`src/rtl/board_store.sv`:
```
//==============================================================================
// Module      : board_store
// Description : Authoritative 64-square board register. Loads the starting
//               position by a sequential sweep, applies user write commands,
//               and counts captures per side and completed move bursts.
//               Optional build macro: PIECE_CHECK_EN (content validation and
//               the badWrite sticky flag).
// Revision    : 1.0 - initial release
//==============================================================================
`timescale 1ns/1ps
`default_nettype none

module board_store #(
    parameter int CAPTURE_W = 4,
    parameter int MOVE_W    = 10
) (
    input  logic                 clk,
    input  logic                 reset,
    input  logic [10:0]          changePiece,
    input  logic                 newGame,
    output logic [255:0]         entireBoard,
    output logic                 boardReady,
    output logic [CAPTURE_W-1:0] whiteCaptures,
    output logic [CAPTURE_W-1:0] blackCaptures,
    output logic [MOVE_W-1:0]    moveCount,
    output logic                 droppedWrite
`ifdef PIECE_CHECK_EN
    ,
    output logic                 badWrite
`endif
);

    localparam logic [2:0] c_EMPTY  = 3'd0;
    localparam logic [2:0] c_KING   = 3'd1;
    localparam logic [2:0] c_QUEEN  = 3'd2;
    localparam logic [2:0] c_BISHOP = 3'd3;
    localparam logic [2:0] c_KNIGHT = 3'd4;
    localparam logic [2:0] c_ROOK   = 3'd5;
    localparam logic [2:0] c_PAWN   = 3'd6;
    localparam logic       c_WHITE  = 1'b0;
    localparam logic       c_BLACK  = 1'b1;

    typedef enum logic [0:0] {
        ST_INIT  = 1'b0,
        ST_READY = 1'b1
    } state_t;

    state_t               r_state;
    state_t               w_nextState;

    logic [255:0]         r_board;
    logic [5:0]           r_idx;
    logic [CAPTURE_W-1:0] r_white;
    logic [CAPTURE_W-1:0] r_black;
    logic [MOVE_W-1:0]    r_moves;
    logic                 r_dropped;
    logic                 r_prevEn;

    logic                 w_wrEn;
    logic [5:0]           w_wrSquare;
    logic [3:0]           w_wrRaw;
    logic [3:0]           w_wrData;
    logic                 w_reject;
    logic [3:0]           w_oldNibble;
    logic                 w_sweepWrite;
    logic                 w_userWrite;
    logic                 w_dropSet;
    logic                 w_badSet;
    logic                 w_moveDone;
    logic                 w_capture;

    // Back-rank piece order by column, identical for both colours.
    function automatic logic [2:0] backRank(input logic [2:0] col);
        logic [2:0] piece;
        case (col)
            3'd0, 3'd7: piece = c_ROOK;
            3'd1, 3'd6: piece = c_KNIGHT;
            3'd2, 3'd5: piece = c_BISHOP;
            3'd3:       piece = c_QUEEN;
            default:    piece = c_KING;
        endcase
        return piece;
    endfunction

    // Square index is col*8 + row, so row lives in the low three bits.
    function automatic logic [3:0] startNibble(input logic [5:0] sq);
        logic [3:0] nib;
        case (sq[2:0])
            3'd0:    nib = {c_BLACK, backRank(sq[5:3])};
            3'd1:    nib = {c_BLACK, c_PAWN};
            3'd6:    nib = {c_WHITE, c_PAWN};
            3'd7:    nib = {c_WHITE, backRank(sq[5:3])};
            default: nib = {c_WHITE, c_EMPTY};
        endcase
        return nib;
    endfunction

    assign w_wrEn      = changePiece[10];
    assign w_wrRaw     = changePiece[9:6];
    assign w_wrSquare  = changePiece[5:0];
    assign w_oldNibble = r_board[{w_wrSquare, 2'b00} +: 4];

`ifdef PIECE_CHECK_EN
    assign w_wrData = (w_wrRaw == 4'b1000) ? 4'b0000 : w_wrRaw;
    assign w_reject = (w_wrRaw[2:0] == 3'd7);
`else
    assign w_wrData = w_wrRaw;
    assign w_reject = 1'b0;
`endif

    always_ff @(posedge clk) begin
        if (!reset) begin
            r_state <= ST_INIT;
        end else begin
            r_state <= w_nextState;
        end
    end

    always_comb begin
        w_nextState  = r_state;
        w_sweepWrite = 1'b0;
        w_userWrite  = 1'b0;
        w_dropSet    = 1'b0;
        w_badSet     = 1'b0;
        w_moveDone   = 1'b0;
        case (r_state)
            ST_INIT: begin
                w_sweepWrite = 1'b1;
                w_dropSet    = w_wrEn;
                if (r_idx == 6'd63) begin
                    w_nextState = ST_READY;
                end
            end
            default: begin
                w_userWrite = w_wrEn && !w_reject;
                w_badSet    = w_wrEn && w_reject;
                w_moveDone  = r_prevEn && !w_wrEn;
            end
        endcase
        // A new game wins over everything, including a write in the same cycle.
        if (newGame) begin
            w_nextState  = ST_INIT;
            w_sweepWrite = 1'b0;
            w_userWrite  = 1'b0;
            w_dropSet    = 1'b0;
            w_badSet     = 1'b0;
            w_moveDone   = 1'b0;
        end
    end

    // Captures need two real pieces of opposite colour; colour of the writer picks the side.
    assign w_capture = w_userWrite
                    && (w_oldNibble[2:0] != c_EMPTY)
                    && (w_wrData[2:0] != c_EMPTY)
                    && (w_oldNibble[3] != w_wrData[3]);

    always_ff @(posedge clk) begin
        if (!reset || newGame) begin
            r_board   <= '0;
            r_idx     <= '0;
            r_white   <= '0;
            r_black   <= '0;
            r_moves   <= '0;
            r_dropped <= 1'b0;
            r_prevEn  <= 1'b0;
        end else begin
            r_prevEn <= w_wrEn;
            if (w_sweepWrite) begin
                r_board[{r_idx, 2'b00} +: 4] <= startNibble(r_idx);
                r_idx                        <= r_idx + 6'd1;
            end
            if (w_userWrite) begin
                r_board[{w_wrSquare, 2'b00} +: 4] <= w_wrData;
            end
            if (w_dropSet) begin
                r_dropped <= 1'b1;
            end
            if (w_capture) begin
                if (w_wrData[3]) begin
                    if (r_black != {CAPTURE_W{1'b1}}) begin
                        r_black <= r_black + CAPTURE_W'(1);
                    end
                end else begin
                    if (r_white != {CAPTURE_W{1'b1}}) begin
                        r_white <= r_white + CAPTURE_W'(1);
                    end
                end
            end
            if (w_moveDone && (r_moves != {MOVE_W{1'b1}})) begin
                r_moves <= r_moves + MOVE_W'(1);
            end
        end
    end

`ifdef PIECE_CHECK_EN
    logic r_bad;

    always_ff @(posedge clk) begin
        if (!reset || newGame) begin
            r_bad <= 1'b0;
        end else if (w_badSet) begin
            r_bad <= 1'b1;
        end
    end

    assign badWrite = r_bad;
`endif

    assign entireBoard   = r_board;
    assign boardReady    = (r_state == ST_READY);
    assign whiteCaptures = r_white;
    assign blackCaptures = r_black;
    assign moveCount     = r_moves;
    assign droppedWrite  = r_dropped;

endmodule

`default_nettype wire
```
`config.mk`:
```
export PLATFORM = sky130hd
export DESIGN_NAME = board_store
export DESIGN_NICKNAME = d
export VERILOG_FILES = /design/src/rtl/board_store.sv
export SDC_FILE = /design/constraint.sdc
export NUM_CORES = 1
export LEC_CHECK = 0
export ABC_AREA = 1
export CAP_MARGIN = 20
export CORE_ASPECT_RATIO = 1.5
export CORE_UTILIZATION = 40
export DETAILED_ROUTE_END_ITERATION = 10
export HOLD_SLACK_MARGIN = 0.05
export PLACE_DENSITY = 0.73
export SETUP_SLACK_MARGIN = 0.05
export SLEW_MARGIN = 30
export SYNTH_ARGS = -nofsm -noshare
export SYNTH_HDL_FRONTEND = slang
export SYNTH_SLANG_ARGS = --single-unit
```
`constraint.sdc`:
```
create_clock -name clk -period 5.95 [get_ports clk]
set_input_delay 1.4875 -clock clk [delete_from_list [all_inputs] [get_ports clk]]
set_output_delay 1.4875 -clock clk [all_outputs]
set_load 0.005 [all_outputs]
```
==> metrics.cfg <==
[job]
maxCapViolations=0

[logic_synthesis]
yosys_register_bits=283
syn_avg_cell_area_um2=6.43
synthesis.area_um2=17500
syn_inst=2716
yosysWarnings=0
netlist_top_cells_count=578 x nand2_1, 364 x inv_1, 290 x a21oi_1
synth_ff_type=dfxtp_1
synthArstFlopShare_pct=0
post-synth-top-area-fraction_pct=32.4
yosys.cell_count.top_type=nand2_1
number_of_enable_flip_flop_cells_after_synthesis=0
main_area_contributors_after_synthesis=dfxtp_1 32%, nand2_1 12%, a21oi_1 8.3%, inv_1 7.8%, o21ai_0 5.9%
synth_largest_area_cell=dfxtp_1
synth.yosys.seq_area_share_pct=32.4
synthesis.nets=2742
netlist-cell-type-count=57

[cells_and_area]
footprint_of_the_multi_input_gates_um2=9640
fin_area_um2=21900
n_antenna_cell=0
area_taken_by_flip_flops_and_latches_um2=5670
final_net_count=3001
nFillCells=4439
finish.utilization_pct=50.8
drive_above_1_share_pct=8.62
syn_to_final_growth_pct=25.2

[worst_setup_path]
timing.reg2reg.worst_path_depth=12
r2r-start=r_idx[0]
rr_endpoint=entireBoard[167]
crit_required_ns=6.43
critical_setup_path_kind=in -> reg
cp_max_fo=12
worst_setup_path_start_kind=input pin
arrival_time_of_data_at_the_critical_path_endpoint_ns=4.58
worst-r2r-setup-slack_ns=1.99
worstSetupEndpointType=flop

[sta]
normalized_max_slew_margin_pct=31.2
setup_violations=0
fin_worst_skew_ns=0.0163
final.min_clock_period_ns=4.10
timing_hold_violations_final=0
fin_crit_sh_pct=68.9
timing.final.max_slew_violations=0
timing.final.ws_setup_ns=1.85
max_slew.worst_pin.slew_ns=1.03
max_frequency_mhz=244
unrepaired_setup_endpoints_after_global_routing=no
finalSetupTns_ns=0

[clocking]
cts.sinks=283
post_cts_hold_buffers=0
clock-root-buffer=clkbuf_16
cts_buffer_count=29
cts.repair.resized=0
total_setup_buffers_inserted_after_cts=0
path_clk_slew_ns=0.06
cts_tree=built
clock_insertion_delay_worst_skew_ns=0.59
clock_tree.buffer_depth=3
cts_max_level=1

[global_routing]
initial_antenna_violation_count=1
grt_first_pass_wirelength_mm=139
first_global_vias=20000
grt_max_degree=138
globalRoute.totalOverflow=0
groute.usage.overall_pct=42.7

[min_path]
min-delay-path-class=reg -> reg
sink_of_the_worst_hold_path=entireBoard[44]
whs_path_depth=2
worst_hold_startpoint=entireBoard[44]

[power_and_ir_drop]
p_total_mw=4.47
leakage_nw=8.56
power.density_cell_area_nw_per_um2=204
irDropWorstVdd_uv=211

[die]
row_count=93
core_area_um2=43100
die_h_um=258
floorplan.initialDensity_pct=40.6
boundaryPins=290
die-width_um=173
dieArea_um2=44500

[route]
routed-via-count=21300
dr.first_iter.drc_count=2566
drt-vias-per-instance=5.99
detail-route-antenna-nets=0
dr.pass1.iters=6
drc_markers=0
routed_wire_length_per_instance_um=27.7
detail_route.wirelength_mm=98.7

[status]
outcome=finished clean

[placed_design]
i_o_buffers=289
detailedPlacementHpwl_mm=74.7
post_dp_cell_area_um2=20900
dp_slack_ns=1.39
gp_congestion=1.03

## registers in the layout (all words and copies together) (netlist names)
name / cells
blackCaptures: 4
entireBoard: 256
r_prevEn: 1
droppedWrite: 1
boardReady: 1
whiteCaptures: 4
r_idx: 6
moveCount: 10
## layer usage
| metal | wire length (um) | vias up | global-route usage, % |
|---|---|---|---|
| met5 | 12 | - | 0 |
| met4 | 9090 | 2 | 34.1 |
| met3 | 8500 | 420 | 5.11 |
| met2 | 45200 | 1458 | 70.3 |
| met1 | 35900 | 9951 | 50.2 |
| li1 | - | 9499 | - |
## worst max-delay path, stage by stage
cell and delay (ns):
clkdlybuf4s50_1 0.46, inv_2 0.26, nand2_1 0.18, nand2_1 0.41
nand2_1 0.15, inv_2 0.19, nand2_1 0.21, nor2_1 0.30
nand3_1 0.44, o21ai_0 0.22, a21oi_1 0.07, o21a_1 0.17
## layout make-up
type	instances	area share, %
sequential	283	25.9
timing repair buffer	350	15.4
inverter	410	7.05
clock inverter	7	0.423
multi-input combinational	1901	44.1
tap	570	3.26
clock buffer	41	3.89
## kinds of logic after synthesis
logic type                 Yosys count  synth area share, %
and+or+nand+nor                   1162                 29.8
buffers and inverters              532                 12.5
adders and majority gates           12                0.859
AOI/OAI and AO/OA                  719                 23.9
xor gates and xnor gates             5                0.358
DFF                                283                 32.4
muxes                                3                0.172
## through the flow
| step | hold slack [ns] | cells |
|---|---|---|
| floorplan | 0.468 | 2716 |
| global placement | 0.463 | 3514 |
| detailed placement | 0.476 | 3514 |
| CTS | 0.486 | 3562 |
| global route | 0.516 | 3562 |
| finish | 0.489 | 3562 |
## worst max path at each step
stage / end / cells after the start / startpoint / slack, ns
after floorplan: entireBoard[144] / 15 / changePiece[1] / 2.41
after detailed placement: entireBoard[160] / 12 / changePiece[2] / 1.39
final: entireBoard[160] / 12 / changePiece[2] / 1.85
after global routing: entireBoard[194] / 13 / changePiece[2] / 1.74
after global placement: entireBoard[161] / 12 / changePiece[2] / 1.34
after CTS: entireBoard[160] / 12 / changePiece[2] / 1.98
## placed cells by master, fill, tap and decap left out, types with 9 or more instances in the layout
| master | netlist | routed |
|---|---|---|
| nand2_1 | 578 | 577 |
| ha_1 | 12 | 12 |
| o21ai_1 | 16 | 16 |
| nor2_2 | 25 | 26 |
| nand3_1 | 183 | 183 |
| buf_4 | 10 | 60 |
| inv_2 | 42 | 43 |
| a211oi_1 | 23 | 23 |
| nand4_1 | 10 | 10 |
| a21oi_1 | 290 | 289 |
| nand2_2 | 9 | 9 |
| or2_2 | 9 | 9 |
| a221oi_1 | 34 | 34 |
| clkbuf_16 | 0 | 29 |
| dfxtp_1 | 283 | 283 |
| nor2_1 | 256 | 255 |
| o211ai_1 | 97 | 97 |
| o22ai_1 | 13 | 13 |
| o21ai_0 | 205 | 205 |
| inv_1 | 364 | 361 |
| nor2_4 | 22 | 22 |
| o221ai_1 | 14 | 14 |
| nor3_1 | 27 | 25 |
| clkdlybuf4s50_1 | 0 | 286 |
| nor3_2 | 12 | 14 |
## power by group
| part | internal [mW] | switching [mW] |
|---|---|---|
| sequential | 1.90 | 0.00371 |
| combinational | 0.116 | 0.536 |
| clock | 1.07 | 0.847 |
| total | 3.08 | 1.39 |
No activity file was read; power rests on OpenSTA's default activity.
